**src/rtl/if_fetch_ctrl_pkg.sv**
```systemverilog
// ----------------------------------------------------------------------------
// if_fetch_ctrl_pkg
//   Shared definitions for the instruction-fetch controller:
//     - fetch_state_e : FSM state encoding (IDLE / REQ / HOLD)
//     - PC_STEP_DEF   : default PC increment per completed fetch
//     - RST_VEC       : reset value of the registered memory address
// ----------------------------------------------------------------------------
package if_fetch_ctrl_pkg;

    typedef enum logic [1:0] {
        IDLE = 2'd0,
        REQ  = 2'd1,
        HOLD = 2'd2
    } fetch_state_e;

    localparam int          PC_STEP_DEF = 4;
    localparam logic [63:0] RST_VEC     = 64'h0;

endpackage

```
**src/rtl/if_hold_reg.sv**
```systemverilog
// ----------------------------------------------------------------------------
// if_hold_reg
//   Output holding register between fetch and decode: instruction, its PC
//   and a valid bit. load captures new data and sets valid; clr drops valid
//   only (data is left in place, it is meaningless once valid is low).
//
// Ports:
//   Clk, Reset      clock, asynchronous active-low reset
//   load            capture instr_in/pc_in, set valid
//   clr             clear valid
//   instr_in, pc_in data to capture
//   valid, instr, pc registered outputs
// ----------------------------------------------------------------------------
module if_hold_reg
    import if_fetch_ctrl_pkg::*;
#(
    parameter int AW = 32,
    parameter int DW = 32
) (
    input  logic          Clk,
    input  logic          Reset,
    input  logic          load,
    input  logic          clr,
    input  logic [DW-1:0] instr_in,
    input  logic [AW-1:0] pc_in,
    output logic          valid,
    output logic [DW-1:0] instr,
    output logic [AW-1:0] pc
);

    logic          valid_d, valid_q;
    logic [DW-1:0] instr_d, instr_q;
    logic [AW-1:0] pc_d,    pc_q;

    always_comb begin
        valid_d = valid_q;
        instr_d = instr_q;
        pc_d    = pc_q;
        if (load) begin
            valid_d = 1'b1;
            instr_d = instr_in;
            pc_d    = pc_in;
        end else if (clr) begin
            valid_d = 1'b0;
        end
    end

    always_ff @(posedge Clk or negedge Reset) begin
        if (!Reset) begin
            valid_q <= 1'b0;
            instr_q <= '0;
            pc_q    <= '0;
        end else begin
            valid_q <= valid_d;
            instr_q <= instr_d;
            pc_q    <= pc_d;
        end
    end

    assign valid = valid_q;
    assign instr = instr_q;
    assign pc    = pc_q;

endmodule

```
**src/rtl/if_fetch_ctrl.sv**
```systemverilog
// ----------------------------------------------------------------------------
// if_fetch_ctrl
//   Instruction-fetch controller between the PC register and decode.
//   Issues one req/ack read per PC value, latches the returned instruction
//   and its PC into an output holding register, and computes the next PC
//   (redirect target, PC+PC_STEP on a completed fetch, else hold).
//
// Ports:
//   Clk, Reset            clock, asynchronous active-low reset
//   Address               current PC from the PC register
//   NPC                   next PC to the PC register R input (combinational)
//   redirect, redirect_target  branch/jump taken and its destination
//   imem_req, imem_addr   registered memory read request / address
//   imem_ack, imem_rdata  one-cycle read-valid pulse and instruction data
//   if_valid, if_instr, if_pc  instruction handed to decode
//   if_ready              decode accepts this cycle
//   fetch_err             (FETCH_TIMEOUT_EN only) sticky ack-timeout flag
//
// Build option:
//   FETCH_TIMEOUT_EN      adds an ack-wait counter; after TIMEOUT cycles in
//                         REQ without ack, fetch_err sets and the fetch is
//                         retried from IDLE.
// ----------------------------------------------------------------------------
module if_fetch_ctrl
    import if_fetch_ctrl_pkg::*;
#(
    parameter int AW      = 32,
    parameter int DW      = 32,
    parameter int PC_STEP = PC_STEP_DEF,
    parameter int TIMEOUT = 255
) (
    input  logic          Clk,
    input  logic          Reset,
    input  logic [AW-1:0] Address,
    output logic [AW-1:0] NPC,
    input  logic          redirect,
    input  logic [AW-1:0] redirect_target,
    output logic          imem_req,
    output logic [AW-1:0] imem_addr,
    input  logic          imem_ack,
    input  logic [DW-1:0] imem_rdata,
`ifdef FETCH_TIMEOUT_EN
    output logic          fetch_err,
`endif
    output logic          if_valid,
    input  logic          if_ready,
    output logic [DW-1:0] if_instr,
    output logic [AW-1:0] if_pc
);

    fetch_state_e  state_d, state_q;
    logic          imem_req_d, imem_req_q;
    logic [AW-1:0] imem_addr_d, imem_addr_q;
    // kill marks an in-flight read whose data must be dropped because a
    // redirect arrived while waiting for ack; the bus read cannot be aborted.
    logic          kill_d, kill_q;
    logic          hold_load, hold_clr;
    logic          accept;

`ifdef FETCH_TIMEOUT_EN
    localparam int CW = ($clog2(TIMEOUT + 1) < 8) ? 8 : $clog2(TIMEOUT + 1);
    logic [CW-1:0] wait_cnt_d, wait_cnt_q;
    logic          fetch_err_d, fetch_err_q;
`endif

    assign accept = (state_q == REQ) && imem_ack && !kill_q;

    always_comb begin
        if (redirect)
            NPC = redirect_target;
        else if (accept)
            NPC = Address + AW'(PC_STEP);
        else
            NPC = Address;
    end

    always_comb begin
        state_d     = state_q;
        imem_req_d  = imem_req_q;
        imem_addr_d = imem_addr_q;
        kill_d      = kill_q;
        hold_load   = 1'b0;
        hold_clr    = 1'b0;
`ifdef FETCH_TIMEOUT_EN
        wait_cnt_d  = wait_cnt_q;
        fetch_err_d = fetch_err_q;
`endif
        case (state_q)
            IDLE: begin
                // A redirect this cycle means Address is stale; wait for the
                // PC register to load the target before requesting.
                if (!redirect) begin
                    imem_req_d  = 1'b1;
                    imem_addr_d = Address;
                    state_d     = REQ;
`ifdef FETCH_TIMEOUT_EN
                    wait_cnt_d  = '0;
`endif
                end
            end
            REQ: begin
                if (imem_ack) begin
                    imem_req_d = 1'b0;
                    kill_d     = 1'b0;
                    if (kill_q || redirect) begin
                        state_d = IDLE;
                    end else begin
                        hold_load = 1'b1;
                        state_d   = HOLD;
                    end
                end else begin
                    if (redirect)
                        kill_d = 1'b1;
`ifdef FETCH_TIMEOUT_EN
                    if (wait_cnt_q == CW'(TIMEOUT - 1)) begin
                        fetch_err_d = 1'b1;
                        imem_req_d  = 1'b0;
                        kill_d      = 1'b0;
                        state_d     = IDLE;
                    end else begin
                        wait_cnt_d = wait_cnt_q + 1'b1;
                    end
`endif
                end
            end
            HOLD: begin
                // Redirect squashes the held instruction; either way the
                // holding register empties and a new fetch starts from IDLE.
                if (redirect || if_ready) begin
                    hold_clr = 1'b1;
                    state_d  = IDLE;
                end
            end
            default: state_d = IDLE;
        endcase
    end

    always_ff @(posedge Clk or negedge Reset) begin
        if (!Reset) begin
            state_q     <= IDLE;
            imem_req_q  <= 1'b0;
            imem_addr_q <= RST_VEC[AW-1:0];
            kill_q      <= 1'b0;
`ifdef FETCH_TIMEOUT_EN
            wait_cnt_q  <= '0;
            fetch_err_q <= 1'b0;
`endif
        end else begin
            state_q     <= state_d;
            imem_req_q  <= imem_req_d;
            imem_addr_q <= imem_addr_d;
            kill_q      <= kill_d;
`ifdef FETCH_TIMEOUT_EN
            wait_cnt_q  <= wait_cnt_d;
            fetch_err_q <= fetch_err_d;
`endif
        end
    end

    assign imem_req  = imem_req_q;
    assign imem_addr = imem_addr_q;
`ifdef FETCH_TIMEOUT_EN
    assign fetch_err = fetch_err_q;
`endif

    if_hold_reg #(
        .AW (AW),
        .DW (DW)
    ) u_hold (
        .Clk      (Clk),
        .Reset    (Reset),
        .load     (hold_load),
        .clr      (hold_clr),
        .instr_in (imem_rdata),
        .pc_in    (imem_addr_q),
        .valid    (if_valid),
        .instr    (if_instr),
        .pc       (if_pc)
    );

endmodule

```
**config.mk**
```make
export PLATFORM = sky130hd
export DESIGN_NAME = if_fetch_ctrl
export DESIGN_NICKNAME = d
export VERILOG_FILES = /design/src/rtl/if_fetch_ctrl_pkg.sv /design/src/rtl/if_hold_reg.sv /design/src/rtl/if_fetch_ctrl.sv
export SDC_FILE = /design/constraint.sdc
export NUM_CORES = 1
export LEC_CHECK = 0
export BUFFER_PORTS_ARGS = -buffer_cell sky130_fd_sc_hd__buf_4
export CAP_MARGIN = 5
export CELL_PAD_IN_SITES_DETAIL_PLACEMENT = 0
export CELL_PAD_IN_SITES_GLOBAL_PLACEMENT = 2
export CORE_MARGIN = 5
export CORE_UTILIZATION = 31
export DETAILED_ROUTE_END_ITERATION = 8
export PLACE_DENSITY = 0.82
export SYNTH_ARGS = -nofsm -noshare
export SYNTH_HDL_FRONTEND = slang
export SYNTH_HIERARCHICAL = 1
export SYNTH_SLANG_ARGS = --single-unit
```
**constraint.sdc**
```tcl
create_clock -name Clk -period 5.9 [get_ports Clk]
set_input_delay 0 -clock Clk [delete_from_list [all_inputs] [get_ports Clk]]
set_output_delay 0 -clock Clk [all_outputs]
set_load 0.005 [all_outputs]
```
==> reports/results.ini <==
[outcome]
outcome = finished clean

[layout]
final_cell_mix = buf_4, dfrtp_1, dlygate4sd3_1
drive_above_1_share_pct = 52.5
area.sequential_mm2 = 0.00253
fin_cells = 907
fin_nets = 788
layout_commonest_cell = buf_4
n_fill_cell = 1477
fin_util_pct = 49.8
multi_input_area_mm2 = 0.00236
syn_to_final_growth_pct = 57.1

[power_and_ir_drop]
p_leak_nw = 3.62
powerDensity_mw_per_mm2 = 413
ir_drop_mv = 0.214

[clocking]
clock_path_buffers = 2
post_cts_resized = 0
ctsRootBufferMaster = clkbuf_16
clk_latency_ns = 0.35
cts_tree = yes
path_clk_slew_ns = 0.07
cts_setup_buffers = 0
clock-sinks = 101
numCtsBuffers = 9
htreeDepth = 3

[logic_synthesis]
seq_area_frac_synth_pct = 50.2
synthAdderAreaFrac_pct = 0.248
synth_ff_type = dfrtp_1
async_flop_share_pct = 100
syn_inst = 396
netlist_area_mm2 = 0.00504
synth_top_family_by_area = multiplexers
ys_ff_latch = 101
ys_types = 35
synthSimpleGateAreaFrac_pct = 11.5
synthMuxAreaShare_pct = 26.4
ys_warn_count = 6
synth_edf_count = 0
syn_area_per_cell_um2 = 12.7
synth_compound_gate_area_share_pct = 3.48
synth_nets = 498
synth_xor_area_share_pct = 5.04

[sta]
relSlewSlack_pct = 22.6
finalHoldViolations = 0
period_needed_ns = 2.86
tightest_slew_ns = 1.16
rsz0062_at_grt = false
setup_viol = 0
fmax_ghz = 0.350
timing.final.crit_share_pct = 48.4
setup_tns_ns = 0
slew_viol_final = 0
skew_ns = 0.00656

[placed_design]
dpl.cell_count = 824
io_buffers = 230
place_congestion = 0.788
hpwl_um = 11800

[global_route]
grt-ovfl-total = 0
grt_antenna_before_repair = 0
grt_max_degree = 76
grt_pass1_wl_um = 24700
grt_pass1_vias = 4629
gr-usage-all-layers_pct = 17.0

[critical_path]
critical_path_class = reg2out
critical_path_required_ns = 5.90
worstSetupStartpointType = register
crit_fanout = 11
setup.worst_path.end_class = output port
cp.arrival_ns = 2.86

[route]
via_count = 4122
drtPass1Iterations = 6
drtIter0Drc = 195
routed_wl_um = 16100
wire_per_inst_um = 17.7
ant_nets = 0
drc = 0
viasPerCell = 4.54

[floorplanning]
dieArea_mm2 = 0.0189
die_x_um = 137
pin_count = 231
die_h_um = 137
core-area_mm2 = 0.0159
start_util_pct = 31.7
rows = 46

[min_path]
hold_path_class = in2async

[run]
cap_viol_max_count = 0

sequential cells by signal, summed over array words and instances (netlist names):
| register | count |
|---|---|
| kill_q | 1 |
| imem_addr | 32 |
| imem_req | 1 |
| state_q | 2 |
| u_hold/valid | 1 |
| u_hold/pc | 32 |
| u_hold/instr | 32 |
per-stage QoR:
stage / hold slack (ns) / worst slack, ns / total power, W / area, µm²
after floorplan: -0.296 / 3.93 / 0.00184 / 5040
after global placement: -0.0687 / 3.47 / 0.00260 / 6930
after detailed placement: -0.0608 / 3.41 / 0.00264 / 6930
after CTS: 0.124 / 3.03 / 0.00331 / 7910
after global routing: 0.151 / 2.85 / 0.00347 / 7910
final: 0.103 / 3.04 / 0.00327 / 7910
routing by layer:
| layer | vias to the layer above | routed length, µm | global-route usage, % |
|---|---|---|---|
| met3 | 32 | 866 | 3.51 |
| met5 | - | 0 | 0 |
| met2 | 118 | 8360 | 29.4 |
| li1 | 1972 | - | - |
| met1 | 2000 | 6400 | 20.4 |
| met4 | 0 | 456 | 7.37 |
kinds of logic (layout without fill, tap and decap cells):
| logic type | Yosys count | count (layout) |
|---|---|---|
| AOI/OAI and AO/OA | 34 | 34 |
| xor gates and xnor gates | 29 | 29 |
| adders and majority gates | 1 | 1 |
| buffers and inverters | 28 | 322 |
| DFF | 101 | 101 |
| muxes | 102 | 102 |
| other | 0 | 1 |
| and+or+nand+nor | 101 | 101 |
cell usage after synthesis (2+ instances only):
cell type | n | area share (%)
a21oi_1 | 4 | 0.40
and3_1 | 4 | 0.50
and4_1 | 5 | 0.87
buf_2 | 2 | 0.20
buf_6 | 7 | 1.6
clkbuf_1 | 11 | 0.82
dfrtp_1 | 101 | 50
inv_1 | 7 | 0.52
mux2_2 | 52 | 12
mux2_4 | 49 | 15
nand2_1 | 41 | 3.1
nand3_1 | 8 | 0.79
nand4_1 | 7 | 0.87
nor2_1 | 10 | 0.75
nor2b_1 | 2 | 0.25
nor3_1 | 3 | 0.30
nor3_2 | 4 | 0.79
nor3b_1 | 2 | 0.30
nor4_1 | 4 | 0.50
nor4_2 | 4 | 0.99
o21ai_0 | 17 | 1.7
o21ai_1 | 11 | 1.1
or3_1 | 2 | 0.25
xnor2_1 | 20 | 3.5
xor2_1 | 9 | 1.6
where the power goes:
group	internal [W]	leakage (nW)	switching (W)
clock network	0.000352	0.148	0.000265
logic	0.000919	2.27	0.000451
registers	0.00104	1.20	0.000239
timing repair:
action                                  in CTS  in global routing
endpoints found under the hold margin       93                  0
hold buffers                                67                  0
endpoints found under the setup margin       0                  0
worst max-delay path, cell delays in order, from the launching register on:
cell       delay [ns]
dfrtp_1          0.46
nand4bb_1        0.42
or4_4            0.75
nor4_1           0.35
xor2_1           0.10
mux2_2           0.27
buf_4            0.14
cell type report:
class | instances | share of cell area, %
flip-flops and latches | 101 | 31.9
repair buffers | 300 | 30.6
multi-input cells | 267 | 29.8
well taps | 216 | 3.42
clock buffers | 11 | 3.19
clock inverters | 4 | 0.696
inverters | 7 | 0.332
diodes | 1 | 0.0316
final timing paths:
kind | from | end | slack [ns] | depth (start not counted)
max | state_q[1] | NPC[23] | 3.04 | 6
min | Reset | u_hold/pc[27] | 0.10 | 2
max reg2reg | state_q[1] | u_hold/pc[31] | 3.38 | 4
min reg2reg | u_hold/valid | u_hold/valid | 0.48 | 1
max in group asynchronous | Reset | u_hold/pc[10] | 4.51 | 3
min in group Clk | redirect | state_q[1] | 0.23 | 2
Power figures use the tool's default switching activity.
